<file path="src/rtl/tty_uart_bridge_if.sv">
`default_nettype none
// +--------------------------------------------------------------------+
// | Module   : tty_uart_bridge_if                                      |
// | Purpose  : Teletype register port between the UART bridge and the  |
// |            teletype device model/registers.                        |
// | Ports    : ttwrite  - one-cycle write strobe                       |
// |            ttraddr  - read register select (2 bits)                |
// |            ttwaddr  - write register select (2 bits)               |
// |            ttwdata  - write data (32 bits)                         |
// |            ttrdata  - read data, combinational from ttraddr        |
// | Modports : master (bridge side), slave (teletype side)             |
// | Revision : 1.0 - initial release                                   |
// +--------------------------------------------------------------------+
interface tty_uart_bridge_if;
  logic        ttwrite;
  logic [1:0]  ttraddr;
  logic [1:0]  ttwaddr;
  logic [31:0] ttwdata;
  logic [31:0] ttrdata;

  modport master (
    output ttwrite,
    output ttraddr,
    output ttwaddr,
    output ttwdata,
    input  ttrdata
  );

  modport slave (
    input  ttwrite,
    input  ttraddr,
    input  ttwaddr,
    input  ttwdata,
    output ttrdata
  );
endinterface
`default_nettype wire

</file>
<file path="src/rtl/tty_uart_bridge.sv">
`default_nettype none
// +--------------------------------------------------------------------+
// | Module   : tty_uart_bridge                                         |
// | Purpose  : Bridges an 8N1 serial line to a memory-mapped teletype. |
// |            Received bytes are delivered to teletype register 1     |
// |            (keyboard); characters flagged in register 2 (printer)  |
// |            are shifted out on txd and acknowledged.                |
// | Params   : BAUDDIV - CLOCK cycles per 16x oversample tick          |
// |            ENABLE  - enable bit value for keyboard writes          |
// | Ports    : CLOCK   - system clock, rising edge                     |
// |            RESET   - synchronous, active-high reset                |
// |            rxd     - async serial input, idle high                 |
// |            txd     - registered serial output, idle high           |
// |            overrun - saturating dropped-byte count (holding full)  |
// |            framerr - saturating bad-stop-bit count                 |
// |            tt      - teletype register port (master)               |
// | Revision : 1.0 - initial release                                   |
// +--------------------------------------------------------------------+
module tty_uart_bridge #(
  parameter int   BAUDDIV = 651,
  parameter logic ENABLE  = 1'b1
) (
  input  logic                    CLOCK,
  input  logic                    RESET,
  input  logic                    rxd,
  output logic                    txd,
  output logic [7:0]              overrun,
  output logic [7:0]              framerr,
  tty_uart_bridge_if.master       tt
);

  // ------------------------------------------------------------------
  // 16x oversample tick generator (free-running)
  // ------------------------------------------------------------------
  localparam int             TICK_W    = (BAUDDIV > 1) ? $clog2(BAUDDIV) : 1;
  localparam logic [TICK_W-1:0] TICK_LAST = TICK_W'(BAUDDIV - 1);

  logic [TICK_W-1:0] tick_cnt;
  logic              tick;

  assign tick = (tick_cnt == TICK_LAST);

  always_ff @(posedge CLOCK) begin
    if (RESET) begin
      tick_cnt <= '0;
    end else if (tick) begin
      tick_cnt <= '0;
    end else begin
      tick_cnt <= tick_cnt + TICK_W'(1);
    end
  end

  // ------------------------------------------------------------------
  // rxd synchronizer; reset to the idle (high) level
  // ------------------------------------------------------------------
  logic rx_meta;
  logic rx_sync;

  always_ff @(posedge CLOCK) begin
    if (RESET) begin
      rx_meta <= 1'b1;
      rx_sync <= 1'b1;
    end else begin
      rx_meta <= rxd;
      rx_sync <= rx_meta;
    end
  end

  // ------------------------------------------------------------------
  // Receiver
  // ------------------------------------------------------------------
  typedef enum logic [1:0] {
    RX_IDLE  = 2'd0,
    RX_START = 2'd1,
    RX_DATA  = 2'd2,
    RX_STOP  = 2'd3
  } rx_state_t;

  rx_state_t  rx_state, rx_next;
  logic [3:0] rx_cnt,   rx_cnt_next;
  logic [2:0] rx_bit,   rx_bit_next;
  logic [7:0] rx_shift, rx_shift_next;
  logic       byte_done;
  logic       frame_bad;

  always_ff @(posedge CLOCK) begin
    if (RESET) begin
      rx_state <= RX_IDLE;
      rx_cnt   <= '0;
      rx_bit   <= '0;
      rx_shift <= '0;
    end else begin
      rx_state <= rx_next;
      rx_cnt   <= rx_cnt_next;
      rx_bit   <= rx_bit_next;
      rx_shift <= rx_shift_next;
    end
  end

  always_comb begin
    rx_next       = rx_state;
    rx_cnt_next   = rx_cnt;
    rx_bit_next   = rx_bit;
    rx_shift_next = rx_shift;
    byte_done     = 1'b0;
    frame_bad     = 1'b0;
    case (rx_state)
      RX_IDLE: begin
        if (!rx_sync) begin
          rx_next     = RX_START;
          rx_cnt_next = '0;
        end
      end
      RX_START: begin
        // Eight ticks lands near the middle of the start bit; a line that
        // has gone high again by then was a glitch.
        if (tick) begin
          if (rx_cnt == 4'd7) begin
            rx_cnt_next = '0;
            rx_bit_next = '0;
            rx_next     = rx_sync ? RX_IDLE : RX_DATA;
          end else begin
            rx_cnt_next = rx_cnt + 4'd1;
          end
        end
      end
      RX_DATA: begin
        if (tick) begin
          rx_cnt_next = rx_cnt + 4'd1;
          if (rx_cnt == 4'd15) begin
            rx_shift_next = {rx_sync, rx_shift[7:1]};
            rx_bit_next   = rx_bit + 3'd1;
            if (rx_bit == 3'd7) begin
              rx_next = RX_STOP;
            end
          end
        end
      end
      RX_STOP: begin
        if (tick) begin
          rx_cnt_next = rx_cnt + 4'd1;
          if (rx_cnt == 4'd15) begin
            rx_next = RX_IDLE;
            if (rx_sync) begin
              byte_done = 1'b1;
            end else begin
              frame_bad = 1'b1;
            end
          end
        end
      end
      default: rx_next = RX_IDLE;
    endcase
  end

  // ------------------------------------------------------------------
  // Transmitter
  // ------------------------------------------------------------------
  logic       tx_load;
  logic       tx_busy;
  logic       tx_started;
  logic [3:0] tx_cnt;
  logic [3:0] tx_bits;
  logic [9:0] tx_shift;

  // The first bit is launched on a tick so that every bit, including the
  // start bit, spans exactly sixteen full tick periods.
  always_ff @(posedge CLOCK) begin
    if (RESET) begin
      txd        <= 1'b1;
      tx_busy    <= 1'b0;
      tx_started <= 1'b0;
      tx_cnt     <= '0;
      tx_bits    <= '0;
      tx_shift   <= '1;
    end else if (tx_load) begin
      tx_shift   <= {1'b1, tt.ttrdata[7:0], 1'b0};
      tx_busy    <= 1'b1;
      tx_started <= 1'b0;
      tx_cnt     <= '0;
      tx_bits    <= '0;
    end else if (tx_busy && tick) begin
      if (!tx_started) begin
        tx_started <= 1'b1;
        txd        <= tx_shift[0];
        tx_cnt     <= '0;
      end else if (tx_cnt == 4'd15) begin
        tx_cnt <= '0;
        if (tx_bits == 4'd9) begin
          tx_busy    <= 1'b0;
          tx_started <= 1'b0;
          txd        <= 1'b1;
        end else begin
          tx_bits  <= tx_bits + 4'd1;
          tx_shift <= {1'b1, tx_shift[9:1]};
          txd      <= tx_shift[1];
        end
      end else begin
        tx_cnt <= tx_cnt + 4'd1;
      end
    end
  end

  // ------------------------------------------------------------------
  // Poll engine
  // ------------------------------------------------------------------
  typedef enum logic [1:0] {
    POLLKB = 2'd0,
    POLLPR = 2'd1,
    TXWAIT = 2'd2,
    PRDONE = 2'd3
  } poll_state_t;

  poll_state_t poll_state, poll_next;
  logic        printing, printing_next;
  logic        kb_deliver;
  logic        kbfull;
  logic [7:0]  kbhold;

  logic        wr_en;
  logic [1:0]  rd_addr;
  logic [1:0]  wr_addr;
  logic [31:0] wr_data;

  assign tt.ttwrite = wr_en;
  assign tt.ttraddr = rd_addr;
  assign tt.ttwaddr = wr_addr;
  assign tt.ttwdata = wr_data;

  // Only the status flags and the character byte of the read data matter.
  logic unused_rdata_bits;
  assign unused_rdata_bits = ^tt.ttrdata[29:8];

  always_ff @(posedge CLOCK) begin
    if (RESET) begin
      poll_state <= POLLKB;
      printing   <= 1'b0;
    end else begin
      poll_state <= poll_next;
      printing   <= printing_next;
    end
  end

  // While a character is printing, the engine ping-pongs between TXWAIT
  // and POLLKB so keyboard bytes keep flowing during the transmission.
  always_comb begin
    poll_next     = poll_state;
    printing_next = printing;
    wr_en         = 1'b0;
    rd_addr       = 2'd1;
    wr_addr       = 2'd0;
    wr_data       = 32'h0;
    kb_deliver    = 1'b0;
    tx_load       = 1'b0;
    case (poll_state)
      POLLKB: begin
        rd_addr = 2'd1;
        if (kbfull && !tt.ttrdata[31]) begin
          kb_deliver = 1'b1;
          wr_en      = 1'b1;
          wr_addr    = 2'd1;
          wr_data    = {1'b1, ENABLE, 18'b0, 4'b0, kbhold};
        end
        poll_next = printing ? TXWAIT : POLLPR;
      end
      POLLPR: begin
        rd_addr = 2'd2;
        if (tt.ttrdata[30] && !tx_busy) begin
          tx_load       = 1'b1;
          printing_next = 1'b1;
          poll_next     = TXWAIT;
        end else begin
          poll_next = POLLKB;
        end
      end
      TXWAIT: begin
        rd_addr = 2'd2;
        if (!tx_busy) begin
          printing_next = 1'b0;
          poll_next     = PRDONE;
        end else begin
          poll_next = POLLKB;
        end
      end
      PRDONE: begin
        rd_addr   = 2'd2;
        wr_en     = 1'b1;
        wr_addr   = 2'd2;
        wr_data   = {1'b1, 1'b0, 30'b0};
        poll_next = POLLKB;
      end
      default: poll_next = POLLKB;
    endcase
  end

  // ------------------------------------------------------------------
  // Keyboard holding register and error counters
  // ------------------------------------------------------------------
  // A byte completing in the same cycle the engine empties the holder is
  // accepted rather than counted as an overrun.
  always_ff @(posedge CLOCK) begin
    if (RESET) begin
      kbfull  <= 1'b0;
      kbhold  <= '0;
      overrun <= '0;
    end else if (byte_done) begin
      if (!kbfull || kb_deliver) begin
        kbhold <= rx_shift;
        kbfull <= 1'b1;
      end else if (overrun != 8'hFF) begin
        overrun <= overrun + 8'd1;
      end
    end else if (kb_deliver) begin
      kbfull <= 1'b0;
    end
  end

  always_ff @(posedge CLOCK) begin
    if (RESET) begin
      framerr <= '0;
    end else if (frame_bad && (framerr != 8'hFF)) begin
      framerr <= framerr + 8'd1;
    end
  end

endmodule
`default_nettype wire

</file>
<file path="src/flat_wrapper.sv">
// flat-port wrapper written by rule: the top's interface ports become plain ports
module tty_uart_bridge_flat 
#(
  parameter int   BAUDDIV = 651,
  parameter logic ENABLE  = 1'b1
)
  (CLOCK, RESET, rxd, txd, overrun, framerr, tt_ttwrite, tt_ttraddr, tt_ttwaddr, tt_ttwdata, tt_ttrdata);
  tty_uart_bridge_if tt_i ();
  input  logic CLOCK;
  input  logic RESET;
  input  logic rxd;
  output logic txd;
  output logic [7:0] overrun;
  output logic [7:0] framerr;
  output wire logic [$bits(tt_i.ttwrite)-1:0] tt_ttwrite;
  output wire logic [$bits(tt_i.ttraddr)-1:0] tt_ttraddr;
  output wire logic [$bits(tt_i.ttwaddr)-1:0] tt_ttwaddr;
  output wire logic [$bits(tt_i.ttwdata)-1:0] tt_ttwdata;
  input wire logic [$bits(tt_i.ttrdata)-1:0] tt_ttrdata;
  assign tt_ttwrite = tt_i.ttwrite;
  assign tt_ttraddr = tt_i.ttraddr;
  assign tt_ttwaddr = tt_i.ttwaddr;
  assign tt_ttwdata = tt_i.ttwdata;
  assign tt_i.ttrdata = tt_ttrdata;
  tty_uart_bridge #(.BAUDDIV(BAUDDIV), .ENABLE(ENABLE)) u_core (.CLOCK(CLOCK), .RESET(RESET), .rxd(rxd), .txd(txd), .overrun(overrun), .framerr(framerr), .tt(tt_i));
endmodule
</file>
<file path="config.mk">
export PLATFORM = sky130hd
export DESIGN_NAME = tty_uart_bridge_flat
export DESIGN_NICKNAME = d
export VERILOG_FILES = /design/src/rtl/tty_uart_bridge_if.sv /design/src/rtl/tty_uart_bridge.sv /design/src/flat_wrapper.sv
export SDC_FILE = /design/constraint.sdc
export NUM_CORES = 1
export LEC_CHECK = 0
export CORE_MARGIN = 1.5
export CORE_UTILIZATION = 45
export CTS_CLUSTER_DIAMETER = 40
export CTS_CLUSTER_SIZE = 25
export DETAILED_ROUTE_END_ITERATION = 6
export PLACE_DENSITY = 0.73
export SYNTH_ARGS = -nofsm -noshare
export SYNTH_HDL_FRONTEND = slang
export SYNTH_SLANG_ARGS = --single-unit
</file>
<file path="constraint.sdc">
create_clock -name CLOCK -period 2.3 [get_ports CLOCK]
set_input_delay 0.575 -clock CLOCK [delete_from_list [all_inputs] [get_ports CLOCK]]
set_output_delay 0.575 -clock CLOCK [all_outputs]
set_load 0.01 [all_outputs]
</file>
==> metrics.txt <==
run status=finished, final reports clean; CTS tree=built; fraction of registers with async set/reset=0%; first-iteration detailed-routing DRC count=108; Post-synth EDFFs=0; number of synthesized register bits=77; Post-Synthesis Cells=440; layout cells sized above 1=14.7%; Power Density=722 nW/µm²; Layout area overhead=21.6%; Peak VDD IR=461 µV; Crit-path slowest cell=dfxtp_2; # IOs=89; Netlist Area Pre-Place=3900 µm²; clock skew=7.28 ps; Worst Path Buf+Inv=4; cell family with most CP delay=simple AND/OR/NAND/NOR gates; post-synthesis xor/xnor area fraction=4.72%; number of global-route vias before repair=2949; clock transition at the registers of the reported paths=70 ps; Hold Crit Class=register to register; critical path arrival=1670 ps; Core Area=8300 µm²; Starting Density=47.0%; fin. max-slew vios=0; post-route minimum period=2240 ps; Pre-Repair DR Iteration Count=4; antenna cells=0; RD Place Congestion=0.821; most used cell, CP=inv_2; Hold Startpoint=u_core.rx_meta; die span in y=96.1 µm; Inserted Clock Buffers=9; Placed Cells incl. Taps=590; cts hold-fix bufs=0; Final nets=552; Area contributors post-synth=dfxtp_1, nor2_1, ha_1; Critical path origin=u_core.poll_state[1]; clock sinks=77; Pwr Total=3.43 mW; final worst path period share=97.5%; mux cell area share after synthesis=6.03%; GRT overflow=0; Synth cell types=59; drt wl/cell=13.3 µm; vias per inst=5.19; Root Buffer=clkbuf_8; CP Max Fanout=7; initial antenna violation count=0; Final Hold Viols=0; Final Util=57.1%; Max-slew headroom=65.3%; Ys Warns=0; Yosys top cell area share=39.5%; share of the yosys chip area belonging to registers=39.5%; largest area contributor in the netlist=dfxtp_1; combinational family with the most area after synthesis=simple AND/OR/NAND/NOR gates; Final setup viols=0; pin count of the biggest net entering global routing=53; critical-path cell list=inv_2 > ha_4 > inv_2 > nor3b_4 > nor2b_4 > buf_6 > and2_1 > buf_2; Clock Latency Late Sink=340 ps; Synth Area in Adders=6.42%; post-DP HPWL=5660 µm; Die Area=9230 µm²; Die Width=96.1 µm; Routed WL=8090 µm; Post-Synth Simple-Gate Area=26.2%; Worst Tran Pin Value=515 ps; Max-Cap Viols=0; Final Cell Area=4740 µm²; Crit. End Element=output pin; largest stage delay on the critical path=330 ps; H-Tree Depth=3; first-pass GRT wire length=13200 µm; CP required=1730 ps; port bufs=44; Avg Inst Size Synth=8.86 µm²; worst-case clock buffer depth=2; antenna-violating nets left=0; # fillers=750; Peak Freq=0.446 GHz; DP Area=4450 µm²; DRC viols=0; num rows=33; Most used DFF post-synth=dfxtp_1; RR Startpoint=u_core.rx_state[0]; Layout Cells excl Fill=607; Vias=3150; Pleak=1.85 nW; Compound-Gate Fraction of Synth Area=9.02%; Total GRT Usage=18.5%; Setup CP Type=register to output pin; RSZ-0062 raised after global routing=true; CP Launch Type=register
-- cell usage after synthesis (all sizes together) (4+ instances only) --
cell type and number:
a211oi 5, a21o 5, a21oi 12, a221o 4, and2 13, and3 4
and4 5, buf 30, clkbuf 9, dfxtp 77, ha 20, inv 16
mux2 4, mux2i 19, nand2 23, nand3 19, nand4 7, nor2 68
nor2b 8, nor3 18, nor3b 4, nor4 7, o21ai 10, xnor2 18
-- stage by stage --
step,setup TNS [ps],setup WS [ps],hold WS [ps]
final,0,57.8,429
after detailed placement,-5010,-486,403
after global routing,-261,-57.8,448
after global placement,-4460,-436,393
after CTS,0,19.9,435
after floorplan,0,147,389
-- final timing paths --
path | cells after the start | slack, ps | endpoint
max | 8 | 60 | tt_ttwdata[0]
min | 1 | 430 | u_core.rx_sync
max reg2reg | 7 | 270 | u_core.overrun[5]
min reg2reg | 1 | 430 | u_core.rx_sync
-- power breakdown --
group	internal [mW]	total, mW	switching (mW)
combinational	0.317	0.683	0.367
clock	0.811	1.28	0.471
sequential	1.41	1.46	0.0528
total	2.54	3.43	0.891
-- sequential cells by signal (all words and copies together) (netlist names), 2 cells and up, named ones only --
name               count
u_core.poll_state      2
u_core.rx_cnt          4
u_core.rx_bit          3
u_core.tick_cnt       10
u_core.overrun         8
u_core.kbhold          8
u_core.framerr         8
u_core.tx_bits         4
u_core.tx_cnt          4
u_core.tx_shift        9
u_core.rx_shift        8
-- layout by cell type (no fill, tap or decap), types with 3 or more instances in the layout --
| cell | instances |
|---|---|
| nand2_1 | 23 |
| nor4_1 | 6 |
| and2_1 | 9 |
| mux2_2 | 4 |
| nor3_1 | 17 |
| conb_1 | 22 |
| a211oi_1 | 5 |
| clkdlybuf4s50_1 | 29 |
| inv_1 | 13 |
| inv_2 | 3 |
| dfxtp_1 | 75 |
| nor2b_1 | 7 |
| mux2i_1 | 19 |
| xor2_1 | 3 |
| ha_1 | 19 |
| buf_4 | 18 |
| bufinv_16 | 3 |
| and3_1 | 4 |
| nand3_1 | 19 |
| buf_6 | 5 |
| nand4_1 | 5 |
| nand2b_1 | 3 |
| buf_2 | 4 |
| a21oi_1 | 12 |
| a21o_1 | 5 |
| nor2_1 | 68 |
| xnor2_1 | 18 |
| o21ai_0 | 9 |
| and4_1 | 3 |
| a221o_1 | 4 |
| dlygate4sd2_1 | 4 |
| and2_4 | 4 |
| clkbuf_8 | 12 |
-- routing by layer --
| layer | GRT usage (%) | vias up | share of wire, % |
|---|---|---|---|
| met1 | 21.5 | 1462 | 44 |
| met4 | 6.86 | 0 | 1.0 |
| met2 | 32.6 | 80 | 50 |
| li1 | - | 1599 | - |
| met5 | 0 | - | 0 |
| met3 | 4.34 | 9 | 5.0 |
-- kinds of logic after synthesis --
group,Yosys count
buffers and inverters,56
other,1
flip-flops,77
AND/OR/NAND/NOR,191
AO/OA/AOI/OAI,51
multiplexers,23
XOR/XNOR,21
adder cells (fa/ha/maj),20
-- cell type report --
type	count	area (µm²)	area share [%]
multi-input cells	328	2170	45.7
flip-flops and latches	77	1540	32.6
repair buffers	64	577	12.2
clock buffers	13	169	3.56
well taps	105	131	2.77
clock inverters	3	90.1	1.90
inverters	17	63.8	1.35
-- worst reg2reg max path: stages, from the launching register on --
cell	delay (ps)
dfxtp_1	440
ha_1	210
and4b_1	260
nand4_4	150
nor4_2	310
buf_4	180
nand3_1	90
mux2_2	290
-- what timing repair did --
item                       CTS  global route
pin swaps                    1             5
setup endpoints to repair   13            19
setup buffers                0             1
resized for setup           38            24
No activity file was read; power rests on OpenSTA's default activity.
==> patch 1, RTL diff (config.mk and constraints unchanged) <==
One comparison of `rx_cnt` changes from == to >=.
--- a/src/rtl/tty_uart_bridge.sv
+++ b/src/rtl/tty_uart_bridge.sv
@@ -115,7 +115,7 @@
         // Eight ticks lands near the middle of the start bit; a line that
         // has gone high again by then was a glitch.
         if (tick) begin
-          if (rx_cnt == 4'd7) begin
+          if (rx_cnt >= 4'd7) begin
             rx_cnt_next = '0;
             rx_bit_next = '0;
             rx_next     = rx_sync ? RX_IDLE : RX_DATA;
Formal check against the unedited RTL: same outputs for any inputs over 10 cycles, from zero or initial values and one cycle with RESET high; that may be too few to reach the edited logic, so the function may still have changed.
==> patch 1 against the unedited design <==
  * Routed wire length up 2.5%
  * Setup slack worse by 0.050 ns
  * Cell count up 3.5%
  * Clock skew up 0.0048 ns
  * First-iteration DRC count up 14%
  * Cell area up 1.8%
  * Sequential cell count unchanged
  * Synthesized cell count up 3.9%
  * Synthesized area up 1.8%
  * Non-clock buffer count up 4
  * Total power down 0.48%
==> patch 1: results (changes against the unedited design) <==
- Outcome: complete, no violations (unchanged)
- Met1 Wirelength: 3830 um (was 3590 um)
- Sw Ratio: 0.276 (was 0.260)
- Global-route wire length before repair: 14200 um (was 13200 um)
- Clock buffer depth: 2 (unchanged)
- FF-to-FF End: u_core.framerr[5]$_SDFFE_PP0P_ (was u_core.overrun[5]$_SDFFE_PP0P_)
- Worst r2r path cells: 6 (was 7)
- Placed Cells incl. Taps: 608 (was 590)
- Hpwl dp: 5820 um (was 5660 um)
- Setup crit start: u_core.poll_state[0]$_SDFF_PP0_ (was u_core.poll_state[1]$_SDFF_PP0_)
- Wire length on met3: 266 um (was 403 um)
- Critical path fanouts, max: 5 (was 7)
- Largest regs: u_core.tick_cnt: 10 flops, u_core.tx_shift: 9 flops (unchanged)
- Largest net degree at the start of global routing: 34 (was 53)
- GRT Util Overall: 0.180 (was 0.185)
- Drt first pass iters: 4 (unchanged)
- Synth async-reset ratio: 0 (unchanged)
- Port buffer count: 44 (unchanged)
- R2r startpoint: u_core.rx_state[0]$_SDFFE_PP0P_ (unchanged)
- Sequential fraction of the synthesis area: 0.388 (was 0.395)
- Largest cells by area after synthesis: dfxtp_1, ha_1, nor2_1, buf_4, mux2i_1 (was dfxtp_1, nor2_1, ha_1, buf_4, mux2i_1)
- Ys flop type: dfxtp_1 (unchanged)
- Share of layout cells above drive strength 1: 0.142 (was 0.147)
- H-tree Lvls: 3 (unchanged)
- Number of synthesis warnings: 0 (unchanged)
- Critical Path Max Stage Delay: 0.34 ns
- Vias in the first global route: 3126 (was 2949)
- Ant. Diodes: 0 (unchanged)
- Critical path arrival: 1.72 ns (was 1.67 ns)
- Worst-Margin Slew: 0.634 ns (was 0.515 ns)
- Pleak: 1.96 nW (was 1.85 nW)
- Worst Hold Depth: 1 (unchanged)
- Worst Hold Class: reg -> reg (unchanged)
- Root buf cell: clkbuf_8 (unchanged)
- Critical path's slowest cell: dfxtp_2 (unchanged)
- Final Skew: 0.0121 ns (was 0.00728 ns)
- Routed len/inst: 13.2 um (was 13.3 um)
- Clk Latency, worst-skew pair: 0.35 ns
- Cell variety after synth: 59 (unchanged)
- Vias per std cell: 5.29 (was 5.19)
- Initial DRC Count: 123 (was 108)
- HP Start: u_core.rx_meta$_SDFF_PP1_ (unchanged)
- CP Capture Point: tt_ttwdata[5] (was tt_ttwdata[0])
- Placer Congestion: 0.785 (was 0.821)
- DR top layer: met4 (unchanged)
- WL met2: 4090 um (was 4010 um)
- Total wire length: 8290 um (was 8090 um)
- Worst VDD drop: 374 uV (was 461 uV)
- Fin nets: 571 (was 552)
- R2R setup slack: 0.17 ns (was 0.27 ns)
- Worst-path clk slew: 0.08 ns
- Initial antenna violation count: 0 (unchanged)
- Cells after Synth: 457 (was 440)
- Cell family with most CP delay: buffers and inverters (was simple AND/OR/NAND/NOR gates)
- CTS buffer count: 9 (unchanged)
- Most frequent cells after synthesis: dfxtp_1, nor2_1, nand2_1, buf_4, nand3_1 (was dfxtp_1, nor2_1, buf_4, nand2_1, ha_1)
==> patch 1: what timing repair did <==
| item | CTS | global route |
|---|---|---|
| pin swaps | 2 | 3 |
| cloned | 1 | 0 |
| buffers inserted | 4 | 0 |
| endpoints found under the setup margin | 13 | 10 |
| resized for setup | 51 | 15 |
==> patch 1: area by class of cell <==
cell class	count	area, sq um
repair buffers	68	619
multi-input cells	340	2220
flip-flops and latches	77	1540
fillers	794	3810
clock inverters	6	111
inverters	19	71.3
clock buffers	10	128
well taps	108	135
==> patch 1: routing by layer <==
metal | vias to the layer above | GRT usage
met1 | 1573 | 0.222
met4 | 0 | 0.0602
li1 | 1677 | -
met3 | 9 | 0.0368
met2 | 61 | 0.312
met5 | - | 0
==> patch 1: kinds of logic (layout without fill, tap and decap cells) <==
logic type               Yosys count  count (layout)  synth area share
AND/OR/NAND/NOR                  196             196             0.269
flip-flops                        77              77             0.388
AO/OA/AOI/OAI                     63              63             0.103
buffers and inverters             61             103            0.0829
adder cells (fa/ha/maj)           22              22            0.0687
multiplexers                      19              19            0.0479
XOR/XNOR                          18              18            0.0397
other                              1              22          0.000945
==> patch 1: worst min path at each step <==
stage | end | slack [ns]
final | u_core.rx_sync$_SDFF_PP1_ | 0.41
after detailed placement | u_core.rx_sync$_SDFF_PP1_ | 0.40
after CTS | u_core.rx_sync$_SDFF_PP1_ | 0.41
after floorplan | u_core.rx_sync$_SDFF_PP1_ | 0.39
after global placement | u_core.rx_sync$_SDFF_PP1_ | 0.39
after global routing | u_core.rx_sync$_SDFF_PP1_ | 0.45
==> patch 1: power by group through the flow <==
| stage | Sequential, mW | Combinational, mW | Clock (mW) |
|---|---|---|---|
| 2_1_floorplan | 1.48 | 0.444 | 0 |
| 3_3_place_gp | 1.48 | 0.657 | 0 |
| 3_5_place_dp | 1.48 | 0.675 | 0 |
| 4_1_cts | 1.46 | 0.726 | 1.24 |
| 5_1_grt | 1.47 | 0.808 | 1.31 |
| 6_report | 1.46 | 0.729 | 1.22 |
==> patch 1: through the flow <==
| step | TNS (ns) | power [mW] | area (sq um) | setup slack (ns) |
|---|---|---|---|---|
| 4_1_cts | -0.0146 | 3.43 | 4800 | -0.0146 |
| 3_3_place_gp | -4.53 | 2.14 | 4530 | -0.402 |
| 6_report | 0 | 3.41 | 4830 | 0.00782 |
| 5_1_grt | -0.105 | 3.59 | 4830 | -0.0435 |
| 2_1_floorplan | 0 | 1.92 | 4050 | 0.211 |
| 3_5_place_dp | -5.17 | 2.16 | 4530 | -0.462 |
==> patch 2, RTL diff (same settings) <==
Made on the original files. `ENABLE` is set to 1'b1 in 2 places; all go to 1'b0.
--- a/src/rtl/tty_uart_bridge.sv
+++ b/src/rtl/tty_uart_bridge.sv
@@ -18,7 +18,7 @@
 // +--------------------------------------------------------------------+
 module tty_uart_bridge #(
   parameter int   BAUDDIV = 651,
-  parameter logic ENABLE  = 1'b1
+  parameter logic ENABLE  = 1'b0
 ) (
   input  logic                    CLOCK,
   input  logic                    RESET,
--- a/src/flat_wrapper.sv
+++ b/src/flat_wrapper.sv
@@ -2,7 +2,7 @@
 module tty_uart_bridge_flat 
 #(
   parameter int   BAUDDIV = 651,
-  parameter logic ENABLE  = 1'b1
+  parameter logic ENABLE  = 1'b0
 )
   (CLOCK, RESET, rxd, txd, overrun, framerr, tt_ttwrite, tt_ttraddr, tt_ttwaddr, tt_ttwdata, tt_ttrdata);
   tty_uart_bridge_if tt_i ();
Function: same outputs for any inputs over 10 cycles, from zero or initial values and one cycle with RESET high; that may be too few to reach the edited logic, so the function may still have changed.
==> patch 2 against the unedited design <==
  * The flow now finishes with violations (DRC)
  * Count of clock-buffer cells in the layout shrank 2
  * Largest power group unchanged
  * Routed wire length grew 16%
  * Clock skew grew 0.0034 ns
  * Sequential cell count is the same
  * Cell area grew 6.2%
  * Setup slack gained 0.035 ns
  * Total power grew 6.5%
  * Largest cell class unchanged
  * Synthesized area grew 5.4%
==> patch 2: results (changes against the unedited design) <==
- Outcome: complete, but fails checks (was complete, no violations)
- Failing checks: DRC
- Clk Latency, worst-skew pair: 0.36 ns (was 0.34 ns)
- Largest cells by area after synthesis: dfxtp_1, ha_1, buf_4, a21oi_1, nand3_1 (was dfxtp_1, nor2_1, ha_1, buf_4, mux2i_1)
- Share of layout cells above drive strength 1: 0.163 (was 0.147)
- Fillcell total: 815 (was 750)
- DR vias: 3681 (was 3150)
- FF-to-FF End: u_core.overrun[6]$_SDFFE_PP0P_ (was u_core.overrun[5]$_SDFFE_PP0P_)
- Worst r2r path cells: 4 (was 7)
- Wire length on met3: 377 um (was 403 um)
- Pleak: 1.93 nW (was 1.85 nW)
- Residual DRC: 9 (was 0)
- Sequential fraction of the synthesis area: 0.375 (was 0.395)
- Critical path arrival: 1.63 ns (was 1.67 ns)
- Gates resized, CTS repair: 34 (was 38)
- Adder-cell share of the synthesized area: 0.0609 (was 0.0642)
- Fin nets: 603 (was 552)
- Largest net degree at the start of global routing: 27 (was 53)
- WL met2: 4580 um (was 4010 um)
- Met1 usage: 0.234 (was 0.215)
- Global-route wire length before repair: 15700 um (was 13200 um)
- Cells after Synth: 481 (was 440)
- Placer Congestion: 0.824 (was 0.821)
- GRT Util Overall: 0.196 (was 0.185)
- Worst VDD drop: 489 uV (was 461 uV)
- Most frequent cells after synthesis: dfxtp_1, nand2_1, a21oi_1, nor2_1, nand3_1 (was dfxtp_1, nor2_1, buf_4, nand2_1, ha_1)
- Critical path's slowest cell: clkdlybuf4s50_1 (was dfxtp_2)
- Cell family with most CP delay: buffers and inverters (was simple AND/OR/NAND/NOR gates)
- Sw Ratio: 0.287 (was 0.260)
- Vias per std cell: 5.57 (was 5.19)
- Pwr dens: 724 nW/um^2 (was 722 nW/um^2)
- Final Skew: 0.0107 ns (was 0.00728 ns)
- Port buffer count: 43 (was 44)
- Drt first pass iters: 7 (was 4)
- Critical path fanouts, max: 4 (was 7)
- Hpwl dp: 6700 um (was 5660 um)
- Mux contribution to synthesized area: 0.0384 (was 0.0603)
- Critical Path Max Stage Delay: 0.54 ns (was 0.33 ns)
- Total wire length: 9360 um (was 8090 um)
## patch 2: cell types whose count changed in the layout (fill, tap and decap cells not counted), moves of 5 or more
cell     before  now
nor2_1       68   30
a21oi_1      12   33
buf_4        18   36
o21ai_0       9   22
nand2_1      23   35
xnor2_1      18    6
mux2i_1      19    9
nand3_1      19   28
o31ai_1       1    7
or4_1         1    6
## patch 2: per-stage QoR
| step | total power [mW] | instance area, sq um | setup WS [ns] | TNS, ns |
|---|---|---|---|---|
| 3_3_place_gp | 2.24 | 4740 | -0.353 | -3.60 |
| 5_1_grt | 3.82 | 5040 | 0.00259 | 0 |
| 4_1_cts | 3.62 | 5010 | 0.00114 | 0 |
| 2_1_floorplan | 1.97 | 4200 | -0.00507 | -0.00507 |
| 3_5_place_dp | 2.26 | 4740 | -0.375 | -3.80 |
| 6_report | 3.65 | 5040 | 0.0929 | 0 |
## patch 2: how the worst max path moves through the flow
stage / startpoint / end / cells after the start
after detailed placement: tt_ttrdata[31] / tt_ttwdata[0] / 6
after floorplan: u_core.tick_cnt[2]$_SDFF_PP0_ / u_core.overrun[6]$_SDFFE_PP0P_ / 7
final: u_core.poll_state[0]$_SDFF_PP0_ / tt_ttraddr[1] / 4
after global placement: tt_ttrdata[31] / tt_ttwdata[0] / 6
after CTS: tt_ttrdata[31] / tt_ttwdata[7] / 6
after global routing: u_core.poll_state[0]$_SDFF_PP0_ / tt_ttwdata[3] / 7
## patch 2: cell type report
class | count | area [sq um] | share of cell area
timing repair buffer | 80 | 682 | 0.135
sequential | 77 | 1540 | 0.307
tap | 108 | 135 | 0.0268
clock inverter | 5 | 106 | 0.0211
clock buffer | 11 | 151 | 0.0301
multi-input combinational | 362 | 2350 | 0.467
inverter | 18 | 67.6 | 0.0134
